## src/rtl/branch_predictor_pkg.sv

```systemverilog
// Shared encodings for the next-PC predictor: predictor modes, 2-bit direction
// counter states and a small elaboration-time helper.
package branch_predictor_pkg;

  localparam int PRED_MODE_NT        = 0;
  localparam int PRED_MODE_BIMODAL   = 1;
  localparam int PRED_MODE_GSHARE    = 2;
  localparam int PRED_MODE_BTB_TAKEN = 3;

  localparam logic [1:0] CNT_SNT = 2'b00;
  localparam logic [1:0] CNT_WNT = 2'b01;
  localparam logic [1:0] CNT_WT  = 2'b10;
  localparam logic [1:0] CNT_ST  = 2'b11;

  function automatic bit is_pow2(input int n);
    return (n > 0) && ((n & (n - 1)) == 0);
  endfunction

endpackage

```

## src/rtl/bp_sat_counter.sv

```systemverilog
// Next-state function of a 2-bit saturating direction counter; forcing to
// strongly-taken wins over allocation init, which wins over inc/dec.
module bp_sat_counter
  import branch_predictor_pkg::*;
(
  input  logic [1:0] cnt,
  input  logic       inc,
  input  logic       dec,
  input  logic       force_st,
  input  logic       init_wt,
  output logic [1:0] cnt_next
);

  always_comb begin
    cnt_next = cnt;
    if (force_st) begin
      cnt_next = CNT_ST;
    end else if (init_wt) begin
      cnt_next = CNT_WT;
    end else if (inc && (cnt != CNT_ST)) begin
      cnt_next = cnt + 2'd1;
    end else if (dec && (cnt != CNT_SNT)) begin
      cnt_next = cnt - 2'd1;
    end
  end

endmodule

```

## src/rtl/branch_predictor.sv

```systemverilog
// Direct-mapped BTB plus 2-bit direction counters (bimodal or gshare) giving
// IF a same-cycle next-PC guess; trained at branch resolution.
module branch_predictor
  import branch_predictor_pkg::*;
#(
  parameter int WORD_SIZE = 16,
  parameter int ENTRIES   = 16,
  parameter int MODE      = 1,
  parameter int HIST_BITS = 4,
  parameter int CNT_WIDTH = 16
) (
  input  logic                 clk,
  input  logic                 reset_n,
  input  logic [WORD_SIZE-1:0] lookup_pc,
  output logic                 pred_taken,
  output logic [WORD_SIZE-1:0] pred_target,
  output logic                 pred_hit,
  input  logic                 update_valid,
  input  logic [WORD_SIZE-1:0] update_pc,
  input  logic                 update_is_cond,
  input  logic                 update_taken,
  input  logic [WORD_SIZE-1:0] update_target,
  input  logic                 update_pred_taken,
  input  logic [WORD_SIZE-1:0] update_pred_target,
  output logic                 mispredict,
  output logic [CNT_WIDTH-1:0] mispredict_count
);

  localparam int IDX   = (ENTRIES > 1) ? $clog2(ENTRIES) : 1;
  localparam int TAG_W = WORD_SIZE - IDX;

  generate
    if (!is_pow2(ENTRIES) || (ENTRIES < 2) || (ENTRIES > 256)) begin : g_bad_entries
      $error("branch_predictor: ENTRIES must be a power of two in 2..256");
    end
    if ((HIST_BITS < 1) || (HIST_BITS > IDX)) begin : g_bad_hist
      $error("branch_predictor: HIST_BITS must be in 1..log2(ENTRIES)");
    end
    if ((MODE < PRED_MODE_NT) || (MODE > PRED_MODE_BTB_TAKEN)) begin : g_bad_mode
      $error("branch_predictor: MODE must be 0..3");
    end
  endgenerate

  logic                 valid_reg  [ENTRIES];
  logic [TAG_W-1:0]     tag_reg    [ENTRIES];
  logic [WORD_SIZE-1:0] target_reg [ENTRIES];
  logic [1:0]           cnt_reg    [ENTRIES];
  logic [HIST_BITS-1:0] ghr_reg;
  logic [HIST_BITS-1:0] ghr_next;
  logic [CNT_WIDTH-1:0] mp_count_reg;

  logic [IDX-1:0]   hist_mask;
  logic [IDX-1:0]   lk_idx;
  logic [IDX-1:0]   lk_cidx;
  logic [TAG_W-1:0] lk_tag;
  logic             lk_hit;
  logic             lk_taken;

  logic [IDX-1:0]   up_idx;
  logic [IDX-1:0]   up_cidx;
  logic [TAG_W-1:0] up_tag;
  logic             up_hit;
  logic             up_alloc;
  logic             up_we;
  logic             btb_we;
  logic [1:0]       cnt_next;

  // History only steers the counter index in gshare mode.
  assign hist_mask = (MODE == PRED_MODE_GSHARE) ? IDX'(ghr_reg) : '0;

  // ---------------- lookup (combinational, pre-update state) ----------------
  assign lk_idx  = lookup_pc[IDX-1:0];
  assign lk_tag  = lookup_pc[WORD_SIZE-1:IDX];
  assign lk_cidx = lk_idx ^ hist_mask;
  assign lk_hit  = reset_n && valid_reg[lk_idx] && (tag_reg[lk_idx] == lk_tag);

  always_comb begin
    lk_taken = 1'b0;
    if (MODE == PRED_MODE_NT) begin
      lk_taken = 1'b0;
    end else if ((MODE == PRED_MODE_BIMODAL) || (MODE == PRED_MODE_GSHARE)) begin
      lk_taken = lk_hit && cnt_reg[lk_cidx][1];
    end else begin
      lk_taken = lk_hit;
    end
  end

  assign pred_hit    = lk_hit;
  assign pred_taken  = lk_taken;
  assign pred_target = lk_taken ? target_reg[lk_idx] : (lookup_pc + WORD_SIZE'(1));

  // ---------------- update path ----------------
  assign up_idx   = update_pc[IDX-1:0];
  assign up_tag   = update_pc[WORD_SIZE-1:IDX];
  assign up_cidx  = up_idx ^ hist_mask;
  assign up_hit   = valid_reg[up_idx] && (tag_reg[up_idx] == up_tag);
  assign up_alloc = update_taken && !up_hit;
  assign up_we    = reset_n && update_valid;
  assign btb_we   = up_we && update_taken;

  assign mispredict = up_we &&
                      ((update_taken != update_pred_taken) ||
                       (update_taken && (update_target != update_pred_target)));

  bp_sat_counter u_sat_counter (
    .cnt      (cnt_reg[up_cidx]),
    .inc      (update_is_cond && update_taken),
    .dec      (update_is_cond && !update_taken),
    .force_st (!update_is_cond),
    .init_wt  (up_alloc),
    .cnt_next (cnt_next)
  );

  generate
    if (HIST_BITS == 1) begin : g_ghr_1
      assign ghr_next = update_taken;
    end else begin : g_ghr_n
      assign ghr_next = {ghr_reg[HIST_BITS-2:0], update_taken};
    end
  endgenerate

  always_ff @(posedge clk or negedge reset_n) begin
    if (!reset_n) begin
      for (int i = 0; i < ENTRIES; i++) begin
        valid_reg[i] <= 1'b0;
        cnt_reg[i]   <= CNT_WNT;
      end
      ghr_reg      <= '0;
      mp_count_reg <= '0;
    end else if (update_valid) begin
      if (update_taken) begin
        valid_reg[up_idx] <= 1'b1;
      end
      cnt_reg[up_cidx] <= cnt_next;
      if ((MODE == PRED_MODE_GSHARE) && update_is_cond) begin
        ghr_reg <= ghr_next;
      end
      if (mispredict && (mp_count_reg != '1)) begin
        mp_count_reg <= mp_count_reg + CNT_WIDTH'(1);
      end
    end
  end

  // Tags and targets are qualified by valid_reg, so they carry no reset.
  always_ff @(posedge clk) begin
    if (btb_we) begin
      tag_reg[up_idx]    <= up_tag;
      target_reg[up_idx] <= update_target;
    end
  end

  assign mispredict_count = mp_count_reg;

endmodule

```

## config.mk

```make
export PLATFORM = sky130hd
export DESIGN_NAME = branch_predictor
export DESIGN_NICKNAME = d
export VERILOG_FILES = /design/src/rtl/branch_predictor_pkg.sv /design/src/rtl/bp_sat_counter.sv /design/src/rtl/branch_predictor.sv
export SDC_FILE = /design/constraint.sdc
export NUM_CORES = 1
export LEC_CHECK = 0
export BUFFER_PORTS_ARGS = -buffer_cell sky130_fd_sc_hd__buf_2
export CORE_ASPECT_RATIO = 2
export CORE_UTILIZATION = 41
export DETAILED_ROUTE_END_ITERATION = 12
export SLEW_MARGIN = 5
export SYNTH_ARGS = -nofsm -noshare
export SYNTH_HDL_FRONTEND = slang
export SYNTH_HIERARCHICAL = 1
export SYNTH_SLANG_ARGS = --single-unit
```

## constraint.sdc

```tcl
create_clock -name clk -period 5 [get_ports clk]
set_input_delay 0.5 -clock clk [delete_from_list [all_inputs] [get_ports clk]]
set_output_delay 0.5 -clock clk [all_outputs]
set_load 0.01 [all_outputs]
```

==> metrics.md <==
| Metric | Value |
|---|---|
| Status | `finished, final reports clean` |
| Synth warn | `6` |
| Crit path max fanout | `45` |
| FMAX | `220 MHz` |
| Final Skew | `0.0264 ns` |
| CORE AREA | `0.0553 mm²` |
| RSZ-0062 raised after global routing | `false` |
| Setup crit end | `pred_target[10]` |
| Final GP Congestion | `0.888` |
| Routed Antenna Nets | `0` |
| Fin Setup TNS | `0 ns` |
| Synth Register Bits | `512` |
| Cell Rows | `122` |
| Max reg flops | `256` |
| Peak supply drop | `0.241 mV` |
| Syn nets | `1252` |
| Antenna violations before repair | `4` |
| TritonCTS clock tree | `done` |
| Critical Path Start Type | `input pin` |
| Iter 0 DRT Violations | `762` |
| Distinct cells, synth | `62` |
| Wirelength, routed | `61600 µm` |
| Initial DRT Pass Iterations | `5` |
| Cell Pwr Density | `371 mW/mm²` |
| Crit Reg-Reg Endpoint | `cnt_reg[17]$_DFFE_PN0P_` |
| Worst Setup SP | `lookup_pc[1]` |
| Dpl hpwl | `39200 µm` |
| Post-synthesis sequential area ratio | `65.9%` |
| Via count | `12166` |
| Global route total overflow | `0` |
| Total number of H-tree levels | `2` |
| Worst slew margin | `34.2%` |
| Worst Path Arrival | `4.05 ns` |
| Slew @ Worst Pin | `0.984 ns` |
| R2R cell count | `8` |
| Wirelength per Cell | `29.5 µm` |
| Worst r2r src | `tag_reg[12][1]$_DFFE_PP_` |
| Post_cts resized | `0` |
| Die Area | `0.0568 mm²` |
| Commonest cells after routing, fill and taps aside | `448 x edfxtp_1, 185 x mux4_2, 100 x buf_2` |
| Flop2flop setup slack | `1.09 ns` |
| CP Class | `input pin to primary output` |
| Fill count | `4754` |
| Clk buf depth | `3` |
| Main synth FF type | `edfxtp_1` |
| Largest net degree at the start of global routing | `65` |
| Diode count | `0` |
| Async set-reset flop share out of synthesis | `12.5%` |
| Global-route usage over all layers | `22.4%` |
| Max Transition Viols Final | `0` |
| IO buf count | `104` |
| Hold Vio Cnt, Final | `0` |
| Most common cell after layout, fill and taps aside | `edfxtp_1` |
| Root Buffer | `clkbuf_16` |
| Number of enable flip-flop cells after synthesis | `448` |
| Cells after Synth | `1178` |
| Starting Density | `41.4%` |
| CTS Buf Count | `45` |
| Die X | `169 µm` |
| Post-Synthesis Cell Area | `0.0229 mm²` |
| Nets@finish | `1384` |
| Hold Crit Class | `input pin to register` |
| Post-CTS Setup Bufs | `0` |
| # IOs | `105` |
| Mapped Avg Cell Area | `19.4 µm²` |
| MaxCap Viol Count | `0` |
| Drt drc | `0` |
| Reported leakage power | `8.76 nW` |
| Hold_ws | `0.289 ns` |
| Vias/cell | `5.83` |
| Die Span Y | `336 µm` |
| Post-CTS Hold Fix Bufs | `0` |
| Vias in the first global route | `13192` |
| Ratio of cells with drive above 1 in the final layout | `36.5%` |
| Worst-Skew Late Latency | `0.60 ns` |
| Crit end category | `primary output` |
| Final setup vio count | `0` |
| Synth-to-layout area growth | `13.8%` |
| Clk slew on worst S/H paths | `0.07 ns` |
| First-pass GRT wire length | `90000 µm` |
| Tcrit/Tclk final | `91.1%` |
| Fin crit period | `4.55 ns` |
| # clock sinks | `512` |
| Req. time, crit path | `4.50 ns` |
-- logic make-up after synthesis --
| group | share of synthesized area, % |
|---|---|
| DFF | 65.9 |
| muxes | 23.8 |
| and+or+nand+nor | 3.14 |
| buffers and inverters | 1.89 |
| AOI/OAI and AO/OA | 2.40 |
| xor gates and xnor gates | 2.68 |
| adders and majority gates | 0.219 |
-- worst min-delay path by stage --
stage	start	to	cells after the start
after CTS	update_target[3]	target_reg[0][3]$_DFFE_PP_	1
after global routing	update_target[3]	target_reg[3][3]$_DFFE_PP_	1
final	update_target[3]	target_reg[2][3]$_DFFE_PP_	1
after global placement	valid_reg[12]$_DFFE_PN0P_	valid_reg[12]$_DFFE_PN0P_	1
after detailed placement	valid_reg[12]$_DFFE_PN0P_	valid_reg[12]$_DFFE_PN0P_	1
after floorplan	reset_n	cnt_reg[11]$_DFFE_PN0P_	0
-- Yosys cell counts (all sizes together) (3+ instances only) --
| cell | count | area [µm²] |
|---|---|---|
| a22oi | 13 | 97.6 |
| a22o | 6 | 52.6 |
| a221oi | 3 | 26.3 |
| inv | 17 | 63.8 |
| mux2i | 60 | 601 |
| nor2 | 33 | 124 |
| mux4 | 188 | 4250 |
| nor2b | 9 | 58.8 |
| mux2 | 50 | 593 |
| and3 | 4 | 25.0 |
| and2 | 3 | 18.8 |
| or3 | 3 | 18.8 |
| nand2 | 17 | 63.8 |
| buf | 36 | 246 |
| nor3 | 14 | 70.1 |
| xor2 | 27 | 236 |
| a21oi | 5 | 25.0 |
| xnor2 | 43 | 377 |
| o21ai | 6 | 30.0 |
| clkbuf | 31 | 118 |
| and4 | 3 | 26.3 |
| edfxtp | 448 | 13500 |
| o21bai | 6 | 45.0 |
| dfrtp | 48 | 1200 |
| nand3 | 17 | 85.1 |
| or4 | 3 | 26.3 |
| o211ai | 4 | 30.0 |
| nor4 | 3 | 18.8 |
| a21o | 15 | 113 |
| a211oi | 5 | 37.5 |
| ha | 4 | 50.1 |
| nand4 | 9 | 56.3 |
| dfstp | 16 | 420 |
| nand2b | 7 | 43.8 |
-- metrics by stage --
step	cell area (µm²)	power [mW]	instances	worst slack, ns	utilization (%)
5_1_grt	26000	9.95	2088	0.259	47.1
6_report	26000	9.66	2088	0.446	47.1
3_5_place_dp	24500	6.10	2007	0.352	44.3
4_1_cts	26000	9.74	2088	0.479	47.1
2_1_floorplan	22900	5.69	1178	0.320	-
3_3_place_gp	24500	6.07	2007	0.431	44.3
-- layer usage --
layer | track usage (%) | vias to the layer above | routed length (µm)
met5 | 0 | - | 37
li1 | - | 5113 | -
met2 | 41.3 | 388 | 33800
met4 | 9.91 | 6 | 2670
met3 | 3.11 | 135 | 2850
met1 | 25.7 | 6524 | 22200
-- where the power goes --
group	total (mW)	switching [mW]	internal, mW
clock network	3.66	1.62	2.05
logic	1.04	0.541	0.500
registers	4.96	0.114	4.84
total	9.66	2.27	7.39
-- critical path: stages --
cell and delay [ns]:
buf_6 0.45, buf_4 0.35, mux4_2 0.53, mux2i_1 0.18, xnor2_1 0.08, a21oi_1 0.25
o2111ai_1 0.14, or4_1 0.56, nand4bb_2 0.26, buf_4 0.25, mux2_4 0.32, buf_2 0.14
-- area by class of cell --
class / instances / area [µm²] / share of cell area, %
Sequential cell: 512 / 15100 / 57.9
Clock inverter: 27 / 378 / 1.45
Timing Repair Buffer: 152 / 948 / 3.64
Tap cell: 744 / 931 / 3.58
Multi-Input combinational cell: 581 / 7470 / 28.7
Inverter: 18 / 68.8 / 0.264
Clock buffer: 54 / 1160 / 4.46
Power figures use the tool's default switching activity.
